File: config.mk
export PLATFORM = sky130hd
export DESIGN_NAME = bist_sequencer
export DESIGN_NICKNAME = d
export VERILOG_FILES = /design/src/rtl/bist_pkg.sv /design/src/rtl/bist_phase_counter.sv /design/src/rtl/bist_sequencer.sv
export SDC_FILE = /design/constraint.sdc
export NUM_CORES = 1
export LEC_CHECK = 0
export BUFFER_PORTS_ARGS = -buffer_cell sky130_fd_sc_hd__buf_2
export CAP_MARGIN = 20
export CORE_MARGIN = 5
export CORE_UTILIZATION = 59
export CTS_BUF_LIST = sky130_fd_sc_hd__clkbuf_4
export CTS_CLUSTER_SIZE = 20
export DETAILED_ROUTE_END_ITERATION = 7
export PLACE_DENSITY = 0.79
export SYNTH_ARGS = -nofsm -noshare
export SYNTH_HDL_FRONTEND = slang
export SYNTH_SLANG_ARGS = --single-unit
File: constraint.sdc
create_clock -name CLK -period 2 [get_ports CLK]
set_clock_uncertainty 0.05 [all_clocks]
set_input_delay 0.2 -clock CLK [delete_from_list [all_inputs] [get_ports CLK]]
set_output_delay 0.2 -clock CLK [all_outputs]
set_load 0.02 [all_outputs]
File: src/rtl/bist_pkg.sv
// Shared types and helpers for the BIST sequencer: FSM state encoding,
// polynomial select values and a counter-width helper.
package bist_pkg;

   typedef enum logic [2:0] {
      IDLE    = 3'd0,
      INIT    = 3'd1,
      SHIFT   = 3'd2,
      CAPTURE = 3'd3,
      SIGN    = 3'd4,
      DONE    = 3'd5
   } state_t;

   localparam logic POLY_A = 1'b0;
   localparam logic POLY_B = 1'b1;

   // Width needed to count 0..n-1, never less than one bit.
   function automatic int clog2_min1(input int n);
      return (n <= 2) ? 1 : $clog2(n);
   endfunction

endpackage

File: src/rtl/bist_phase_counter.sv
// Nested shift/pattern counter for one BIST phase; flags the last shift cycle
// of a pattern and the last pattern of a phase.
module bist_phase_counter
   import bist_pkg::*;
#(
   parameter int SCAN_LEN   = 8,
   parameter int N_PATTERNS = 64
) (
   input  logic clk,
   input  logic srst,
   input  logic clear,
   input  logic shift_en,
   input  logic pattern_en,
   output logic last_shift,
   output logic last_pattern
);

   localparam int SW = clog2_min1(SCAN_LEN);
   localparam int PW = clog2_min1(N_PATTERNS);
   localparam logic [SW-1:0] SHIFT_MAX   = SW'(SCAN_LEN - 1);
   localparam logic [PW-1:0] PATTERN_MAX = PW'(N_PATTERNS - 1);

   logic [SW-1:0] shift_cnt_reg, shift_cnt_next;
   logic [PW-1:0] pat_cnt_reg, pat_cnt_next;

   assign last_shift   = (shift_cnt_reg == SHIFT_MAX);
   assign last_pattern = (pat_cnt_reg == PATTERN_MAX);

   // Both counters wrap at their terminal value, so neither can overflow.
   always_comb begin
      shift_cnt_next = shift_cnt_reg;
      pat_cnt_next   = pat_cnt_reg;
      if (clear) begin
         shift_cnt_next = '0;
         pat_cnt_next   = '0;
      end else begin
         if (shift_en) begin
            shift_cnt_next = last_shift ? '0 : shift_cnt_reg + 1'b1;
         end
         if (pattern_en) begin
            pat_cnt_next = last_pattern ? '0 : pat_cnt_reg + 1'b1;
         end
      end
   end

   always_ff @(posedge clk) begin
      if (srst) begin
         shift_cnt_reg <= '0;
         pat_cnt_reg   <= '0;
      end else begin
         shift_cnt_reg <= shift_cnt_next;
         pat_cnt_reg   <= pat_cnt_next;
      end
   end

endmodule

File: src/rtl/bist_sequencer.sv
// Two-phase pseudo-random BIST sequencer: seed load plus N_PATTERNS
// shift/capture patterns per LFSR polynomial, then signature strobe.
module bist_sequencer
   import bist_pkg::*;
#(
   parameter int SCAN_LEN   = 8,
   parameter int N_PATTERNS = 64
) (
   input  logic CLK,
   input  logic RST,
   input  logic START,
   output logic OUT,
   output logic Seed,
   output logic Poly,
   output logic BIST_END,
   output logic FINISH
);

   state_t state_reg, state_next;
   logic   last_shift, last_pattern;
   logic   out_reg, out_next;
   logic   seed_reg, seed_next;
   logic   poly_reg, poly_next;
   logic   bist_end_reg, bist_end_next;
   logic   finish_reg, finish_next;

   bist_phase_counter #(
      .SCAN_LEN   (SCAN_LEN),
      .N_PATTERNS (N_PATTERNS)
   ) u_counter (
      .clk          (CLK),
      .srst         (RST),
      .clear        (state_reg == IDLE),
      .shift_en     (state_reg == SHIFT),
      .pattern_en   (state_reg == CAPTURE),
      .last_shift   (last_shift),
      .last_pattern (last_pattern)
   );

   always_ff @(posedge CLK) begin
      if (RST) begin
         state_reg <= IDLE;
      end else begin
         state_reg <= state_next;
      end
   end

   always_comb begin
      state_next = state_reg;
      unique case (state_reg)
         IDLE:    state_next = START ? INIT : IDLE;
         INIT:    state_next = SHIFT;
         SHIFT:   state_next = last_shift ? CAPTURE : SHIFT;
         CAPTURE: begin
            if (!last_pattern) begin
               state_next = SHIFT;
            end else if (poly_reg == POLY_A) begin
               state_next = INIT;
            end else begin
               state_next = SIGN;
            end
         end
         SIGN:    state_next = DONE;
         DONE:    state_next = START ? DONE : IDLE;
         default: state_next = IDLE;
      endcase
   end

   // Outputs are decoded from the next state and registered, so they are
   // Moore-aligned with state_reg and carry no path from START.
   always_comb begin
      out_next      = (state_next == SHIFT);
      seed_next     = (state_next == INIT);
      finish_next   = (state_next == SIGN);
      bist_end_next = (state_next == SIGN) || (state_next == DONE);
      poly_next     = poly_reg;
      if (state_next == IDLE) begin
         poly_next = POLY_A;
      end else if (state_reg == CAPTURE && state_next == INIT) begin
         poly_next = POLY_B;
      end
   end

   always_ff @(posedge CLK) begin
      if (RST) begin
         out_reg      <= 1'b0;
         seed_reg     <= 1'b0;
         poly_reg     <= POLY_A;
         bist_end_reg <= 1'b0;
         finish_reg   <= 1'b0;
      end else begin
         out_reg      <= out_next;
         seed_reg     <= seed_next;
         poly_reg     <= poly_next;
         bist_end_reg <= bist_end_next;
         finish_reg   <= finish_next;
      end
   end

   assign OUT      = out_reg;
   assign Seed     = seed_reg;
   assign Poly     = poly_reg;
   assign BIST_END = bist_end_reg;
   assign FINISH   = finish_reg;

endmodule

==> results_dict.tcl, run 1 <==
set metrics [dict create \
    status "complete, no violations" \
    netlist_area_um2 870.8 \
    timing.hold.ws_ps 206.5 \
    synthFlopType "dfxtp_1" \
    worstMarginPinSlew_ps 555.3 \
    viasPerCell 6.049 \
    synth_xor_area_share_pct 3.017 \
    avgSynthCellArea_um2 8.796 \
    syn_inst 99 \
    synth-seq-area-share_pct 39.08 \
    drt-pass1-iter-count 4 \
    num_rows 13 \
    crit_family "simple AND/OR/NAND/NOR gates" \
    post_cts_buffers 0 \
    tns_ps 0 \
    cap_violations 0 \
    crit_type "flip-flop to flip-flop" \
    synthMuxAreaShare_pct 0 \
    slew_viol_final 0 \
    vias 738 \
    synth_area_leader_cell "dfxtp_1" \
    ctsHoldBuffers 0 \
    fillerInstances 118 \
    dieArea_um2 2345 \
    yosysWarnings 0 \
    synth_cell_type_count 36 \
    synth-async-reset-ratio_pct 0 \
    regArea_um2 340.3 \
    clkLatencyLatePin_ps 290 \
    wl_per_cell_um 14.13 \
    cpPeakStageDelay_ps 390 \
    post-route-drc-count 0 \
    core_um2 1350 \
    worst-endpoint-required_ps 2160 \
    synth-simple-area-share_pct 31.75 \
    cts_root_buffer "clkbuf_4" \
    hold_violations 0 \
    initialDrtViolationCount 24 \
    antenna_left 0 \
    layout.nets 114 \
    htreeDepth 1 \
    dpl-instance-area_um2 908.4 \
    overflow 0 \
    fin_util_pct 69.51 \
    ir_drop_mv 0.5271 \
    cts_buffers 3 \
    yosysMostFrequentCell "dfxtp_1" \
    synth_edf_count 0 \
    crit_path_end_kind "flip-flop" \
    io_pins 8 \
    clockBufferDepth 2 \
    rsz0062_at_grt "no" \
    synthTopCellsByCount "17 x dfxtp_1, 9 x a21oi_1, 7 x nand2_1, 7 x nor2_1, 6 x o21ai_0" \
    max_slew_margin_pct 62.93 \
    layout-drive-gt1-share_pct 21.50 \
    die-height_um 48.42 \
    grt_pass1_vias 654 \
    synthAdderAreaFrac_pct 4.310 \
    cts_resized 0 \
    pwr_density_cell_nw_per_um2 649.2 \
    final.period_utilization_pct 79.86 \
    period_needed_ps 1597 \
    clock.fmax_mhz 626.1 \
    ff2ff_setup_slack_ps 400 \
    antenna_found_initial 0 \
    path_cells "ha_1 -> nand4_4 -> nor4_1 -> nor3_2 -> a211oi_1" \
    setup_viol 0 \
    syn_nets 105 \
    cts_tree "built" \
    cp_slowest_cell "dfxtp_1" \
    fin_area_um2 938.4 \
    leakage_nw 0.3455 \
    synth_compound_area_share_pct 16.52 \
    grt_max_degree 19 \
    n_antenna_cell 0 \
    post-dp-hpwl_um 1291 \
    crit_fanout 6 \
    grt_pass1_wl_um 2953 \
    syn_to_final_growth_pct 7.759 \
    ys_ff_latch 17 \
    synth_top_area_share_pct 39.08 \
    multi_input_area_um2 484.2 \
    hp-class "input port to flip-flop" \
    path_buf_inv 0 \
    place.port_buffers 7 \
    worstSetupStartpointType "flip-flop" \
    synth_top_family_by_area "simple AND/OR/NAND/NOR gates" \
    drt-total-wl_um 1724 \
    crit_arrival_ps 1760 \
    clock-sinks 17 \
    die_w_um 48.42 \
    initial_core_util_pct 64.50 \
    grt_use_total_pct 15.65 \
    clkTransAtPathRegs_ps 90 \
    synthTopCellsByArea "dfxtp_1 39%, nor3_2 5.7%, a21oi_1 5.2%" \
    largest_reg_flops 6 \
    gp_congestion 0.8491 \
]
## kinds of logic after synthesis
family / count (synthesis)
buffers and inverters: 9
AOI/OAI and AO/OA: 25
xor gates and xnor gates: 3
and+or+nand+nor: 42
adders and majority gates: 3
DFF: 17
## area by class of cell
| cell class | count | share of cell area (%) |
|---|---|---|
| clock buffers | 4 | 3.200 |
| inverters | 4 | 1.600 |
| flip-flops and latches | 17 | 36.27 |
| multi-input cells | 73 | 51.60 |
| well taps | 15 | 2.000 |
| repair buffers | 9 | 5.333 |
## stage by stage
stage	setup slack [ps]	total power [mW]	cells
floorplan	582.9	0.4052	99
global placement	491.5	0.4196	118
detailed placement	408.2	0.4217	118
CTS	396.0	0.6158	122
global route	291.2	0.6419	122
finish	402.7	0.6092	122
## power breakdown
part,internal (mW),switching [mW],total (mW)
Combinational,0.0228,0.0351,0.0579
Clock,0.0913,0.103,0.195
Sequential,0.345,0.0113,0.357
## final timing paths
kind / end / start / cells past startpoint
max reg2reg: Seed / u_counter.pat_cnt_reg[0] / 5
min: state_reg[0] / RST / 2
max: Seed / u_counter.pat_cnt_reg[0] / 5
min reg2reg: u_counter.shift_cnt_reg[2] / u_counter.shift_cnt_reg[2] / 2
## layout by cell type, fill, tap and decap left out, types with 4 or more instances in the layout
| cell | synthesis | final |
|---|---|---|
| nor2_1 | 7 | 7 |
| buf_2 | 1 | 7 |
| dfxtp_1 | 17 | 17 |
| o21ai_0 | 6 | 6 |
| clkbuf_4 | 0 | 4 |
| a21oi_1 | 9 | 9 |
| nor3_2 | 5 | 5 |
| nand2_1 | 7 | 7 |
## layer usage
layer  share of wire (%)  up-vias  track usage [%]
met5                   0        -                0
met4                0.58        0            2.765
met3                 7.1        3            7.645
met2                  49       20            26.52
met1                  43      351            17.63
li1                    -      364                -
Note: power is estimated with default switching activity, not from simulation.
==> inputs of run 2 (changes only) <==
CORE_UTILIZATION = 54   (was 59)
PLACE_DENSITY = 0.76   (was 0.79)
clock period = 1.3 ns   (was 2 ns; I/O delays follow)
==> results_dict.tcl, run 2 (synthesized netlist as in run 1, its figures left out) <==
set metrics [dict create \
    holdPathEnd "state_reg[1]" \
    syn_to_final_growth_pct 36.64 \
    core_um2 1524 \
    tns_ps -199.3 \
    initial_core_util_pct 57.14 \
    grt_pass1_vias 802 \
    clock-sinks 17 \
    n_antenna_cell 0 \
    layout_common_cells "21 x buf_4, 11 x dfxtp_1, 7 x nand2_1, 7 x a21oi_1, 7 x buf_2" \
    largest_reg_flops 6 \
    post-route-drc-count 0 \
    clockBufferDepth 2 \
    cap_violations 0 \
    drt-total-wl_um 2179 \
    multi_input_area_um2 581.8 \
    layout.nets 133 \
    worstSetupStartpointType "flip-flop" \
    ff2ff_setup_slack_ps -50 \
    cts_tree "built" \
    grt_use_total_pct 18.44 \
    fillerInstances 102 \
    violations "setup timing" \
    worstMarginPinSlew_ps 325.8 \
    io_pins 8 \
    viasPerCell 5.655 \
    crit_fanout 5 \
    crit_path_end_kind "flip-flop" \
    gp_congestion 0.8449 \
    period_needed_ps 1347 \
    ctsHoldBuffers 0 \
    die_w_um 50.16 \
    antenna_found_initial 0 \
    final_common_cell "buf_4" \
    r2r-end "u_counter.pat_cnt_reg[0]" \
    grt_max_degree 15 \
    min_from "RST" \
    hold_violations 0 \
    place.port_buffers 7 \
    slew_viol_final 0 \
    num_rows 14 \
    fin_ws_ps -46.91 \
    regArea_um2 350.3 \
    crit_arrival_ps 1480 \
    hp-class "input port to flip-flop" \
    fin_cells 142 \
    htreeDepth 1 \
    fin_util_pct 78.08 \
    grt_pass1_wl_um 3608 \
    die-height_um 50.16 \
    overflow 0 \
    final.period_utilization_pct 103.6 \
    post-dp-hpwl_um 1511 \
    rr_worst_depth 5 \
    vias 803 \
    rsz0062_at_grt "yes" \
    wl_per_cell_um 15.35 \
    status "complete, but fails checks" \
    pwr_density_cell_nw_per_um2 829.4 \
    timing.hold.ws_ps 118.8 \
    layout-drive-gt1-share_pct 46.03 \
    clkTransAtPathRegs_ps 90 \
    cts_buffers 3 \
    drt-pass1-iter-count 4 \
    initialDrtViolationCount 11 \
    max_slew_margin_pct 78.10 \
    dp.cells 138 \
    clock.fmax_mhz 742.4 \
    crit_type "flip-flop to flip-flop" \
    setup_viol 7 \
    antenna_left 0 \
    post_cts_buffers 0 \
    leakage_nw 0.4620 \
    finalPower_mw 0.9869 \
    cts_root_buffer "clkbuf_4" \
    clkLatencyLatePin_ps 290 \
    hold_path_depth 3 \
    ir_drop_mv 0.6884 \
    worst-endpoint-required_ps 1430 \
    dieArea_um2 2516 \
    r2r-start "u_counter.pat_cnt_reg[0]" \
]
==> run 2: cell count changes in the layout (fill, tap and decap cells not counted), sizes merged <==
cell / delta
buf: +19
==> run 2: how the worst max path moves through the flow <==
| stage | start | slack [ps] | endpoint |
|---|---|---|---|
| detailed placement | u_counter.shift_cnt_reg[0] | -110 | FINISH |
| global route | u_counter.pat_cnt_reg[0] | -110 | FINISH |
| global placement | state_reg[0] | -80 | u_counter.pat_cnt_reg[5] |
| CTS | u_counter.pat_cnt_reg[0] | -40 | u_counter.pat_cnt_reg[0] |
| floorplan | u_counter.shift_cnt_reg[0] | 10 | OUT |
| finish | u_counter.pat_cnt_reg[0] | -50 | u_counter.pat_cnt_reg[0] |
==> run 2: power breakdown <==
group | total, mW | internal, mW | switching, mW
logic | 0.144 | 0.0668 | 0.0776
clock network | 0.298 | 0.140 | 0.158
registers | 0.544 | 0.532 | 0.0123
total | 0.987 | 0.739 | 0.248
==> run 2: worst max-delay path, cell delays in order, from the launching register on <==
cell and delay (ps):
dfxtp_2 370, ha_4 150, nand4_4 140, nor3_4 240
o21a_1 220, nor3_1 70
==> run 2: timing repair <==
item / CTS / global route
setup endpoints to repair: 12 / 11
gates resized for setup: 14 / 5
pin swaps: 7 / 6
==> run 2: metrics by stage <==
step | area (um2) | setup slack (ps)
4_1_cts | 1171 | -38.56
5_1_grt | 1190 | -109.1
2_1_floorplan | 889.6 | 10.97
3_5_place_dp | 1071 | -111.9
3_3_place_gp | 1071 | -79.12
6_report | 1190 | -46.91
==> run 2: per-layer routing <==
metal	share of wire [%]	routed length, um	global-route usage [%]	vias to the layer above
li1	-	-	-	401
met1	45	989	23.09	380
met2	49	1076	30.54	13
met3	2.1	46	3.550	9
met4	3.1	67	7.860	0
met5	0	0	0	-
==> run 2: area by class of cell <==
cell class                 count  share of cell area (%)
multi-input combinational     73                   48.90
sequential                    17                   29.44
timing repair buffer          28                   16.19
clock buffer                   4                   2.524
tap                           16                   1.682
inverter                       4                   1.262
==> inputs of run 3 (changes only) <==
--- a/config.mk
+++ b/config.mk
@@ -9,4 +9,7 @@
 export CAP_MARGIN = 20
+export CELL_PAD_IN_SITES_DETAIL_PLACEMENT = 1
+export CELL_PAD_IN_SITES_GLOBAL_PLACEMENT = 2
+export CORE_ASPECT_RATIO = 0.8
 export CORE_MARGIN = 5
-export CORE_UTILIZATION = 54
+export CORE_UTILIZATION = 33
 export CTS_BUF_LIST = sky130_fd_sc_hd__clkbuf_4
@@ -14,3 +17,3 @@
 export DETAILED_ROUTE_END_ITERATION = 7
-export PLACE_DENSITY = 0.76
+export PLACE_DENSITY_LB_ADDON = 0.1
 export SYNTH_ARGS = -nofsm -noshare
--- a/constraint.sdc
+++ b/constraint.sdc
@@ -4,2 +4,2 @@
 set_output_delay 0.13 -clock CLK [all_outputs]
-set_load 0.02 [all_outputs]
+set_load 0.005 [all_outputs]
==> results_dict.tcl, run 3 (synthesized netlist as in run 1, its figures left out) <==
set metrics [dict create \
    clkTransAtPathRegs_ps 110 \
    overflow 0 \
    pwr_density_cell_nw_per_um2 790.2 \
    period_needed_ps 1357 \
    wl_per_cell_um 15.39 \
    place_ws_ps -140.5 \
    vias 804 \
    crit_path_end_kind "flip-flop" \
    clock.fmax_mhz 736.9 \
    post-dp-hpwl_um 1871 \
    rsz0062_at_grt "yes" \
    clkLatencyLatePin_ps 290 \
    cts_tree "built" \
    grt_use_total_pct 14.89 \
    crit_arrival_ps 1490 \
    p_sw_share_pct 27.87 \
    worstSetupStartpointType "flip-flop" \
    num_rows 16 \
    post-route-drc-count 0 \
    drt-pass1-iter-count 3 \
    setup_viol 9 \
    grt_pass1_wl_um 4298 \
    layout_common_cells "21 x buf_4, 10 x dfxtp_1, 7 x nand2_1, 7 x buf_2, 6 x o21ai_0" \
    fin_ws_ps -57.11 \
    crit_fanout 5 \
    gp_congestion 0.7247 \
    worstMarginPinSlew_ps 323.2 \
    viasPerCell 4.963 \
    core_um2 2482 \
    final.period_utilization_pct 104.4 \
    cts_buffers 3 \
    p_int_mw 0.7160 \
    dieArea_um2 3773 \
    hp-class "input port to flip-flop" \
    fin_area_um2 1256 \
    largest_reg_flops 6 \
    place.port_buffers 7 \
    cap_violations 0 \
    initialDrtViolationCount 22 \
    crit_type "flip-flop to flip-flop" \
    antenna_left 0 \
    htreeDepth 1 \
    final_common_cell "buf_4" \
    hold_violations 0 \
    grt_max_degree 15 \
    clockBufferDepth 2 \
    cts_root_buffer "clkbuf_4" \
    dpl-instance-area_um2 1089 \
    status "complete, but fails checks" \
    drt-total-wl_um 2493 \
    initial_core_util_pct 35.08 \
    io_pins 8 \
    die-height_um 55.95 \
    p_switching_mw 0.2766 \
    layout-drive-gt1-share_pct 52.38 \
    ir_drop_mv 0.4767 \
    worst-endpoint-required_ps 1440 \
    antenna_found_initial 0 \
    n_antenna_cell 0 \
    layout.nets 133 \
    syn_to_final_growth_pct 44.25 \
    fillerInstances 297 \
    seq_power_share_pct 54.8 \
    p_clk_share_pct 30.6 \
    max_slew_margin_pct 78.27 \
    p_comb_share_pct 14.6 \
    grt_pass1_vias 901 \
    violations "setup timing" \
    leakage_nw 0.4642 \
    die_w_um 67.44 \
    clock-sinks 17 \
    slew_viol_final 0 \
]
==> run 3: cell types whose count changed in the layout (fill, tap and decap cells not counted), moves of 2 or more <==
cell     change
a21oi_1      -2
a21oi_2      +2
dfxtp_4      +2
o22ai_1      -2
o22ai_2      +2
==> run 3: timing repair <==
item,CTS,global route
endpoints found under the setup margin,14,14
endpoints found under the hold margin,0,0
buffers inserted,1,0
gates resized for setup,17,12
hold buffers,0,0
pin swaps,8,5
==> run 3: per-stage QoR <==
step / power, mW / utilization (%) / instances / setup TNS, ps / hold WS, ps
2_1_floorplan: 0.6191 / - / 99 / 0 / 149.7
3_3_place_gp: 0.6730 / 43.85 / 157 / -1045 / 394.8
3_5_place_dp: 0.6750 / 43.85 / 157 / -1339 / 398.1
4_1_cts: 1.013 / 48.59 / 162 / -419.7 / 62.35
5_1_grt: 1.060 / 50.60 / 162 / -1070 / 80.56
6_report: 0.9927 / 50.60 / 162 / -322.5 / 92.68
==> run 3: cell type report <==
type | count | area (um2) | area share [%]
Sequential cell | 17 | 356.6 | 28.39
Clock buffer | 3 | 22.52 | 1.793
Multi-Input combinational cell | 73 | 616.8 | 49.10
Clock inverter | 1 | 7.507 | 0.5976
Tap cell | 36 | 45.04 | 3.586
Timing Repair Buffer | 28 | 192.7 | 15.34
Inverter | 4 | 15.01 | 1.195
==> run 3: final timing paths <==
check | start | to | slack [ps] | depth (start not counted)
setup / recovery | u_counter.pat_cnt_reg[0] | u_counter.pat_cnt_reg[4] | -60 | 6
hold / removal | RST | state_reg[1] | 90 | 3
setup reg to reg | u_counter.pat_cnt_reg[0] | u_counter.pat_cnt_reg[4] | -60 | 6
hold reg to reg | u_counter.shift_cnt_reg[1] | u_counter.shift_cnt_reg[1] | 480 | 2
==> run 3: metal layers <==
layer  vias to the layer above  part of all wire [%]  GRT usage, %
met4                         0                  0.48         2.601
li1                        404                     -             -
met2                         6                    47         23.81
met5                         -                     0             0
met3                         2                   2.2         4.444
met1                       392                    51         19.76
==> run 3: worst max-delay path, stage by stage (launching register included) <==
cell	delay, ps
dfxtp_2	380
ha_4	150
nand4_4	130
buf_4	180
and2_1	150
o21ai_1	120
a21oi_1	90
==> run 3: power groups by stage <==
stage          registers [mW]  logic, mW  clock network, mW
2_1_floorplan           0.549     0.0696                  0
3_3_place_gp            0.555      0.118                  0
3_5_place_dp            0.556      0.118                  0
4_1_cts                 0.548      0.135              0.330
5_1_grt                 0.546      0.159              0.355
6_report                0.544      0.145              0.304
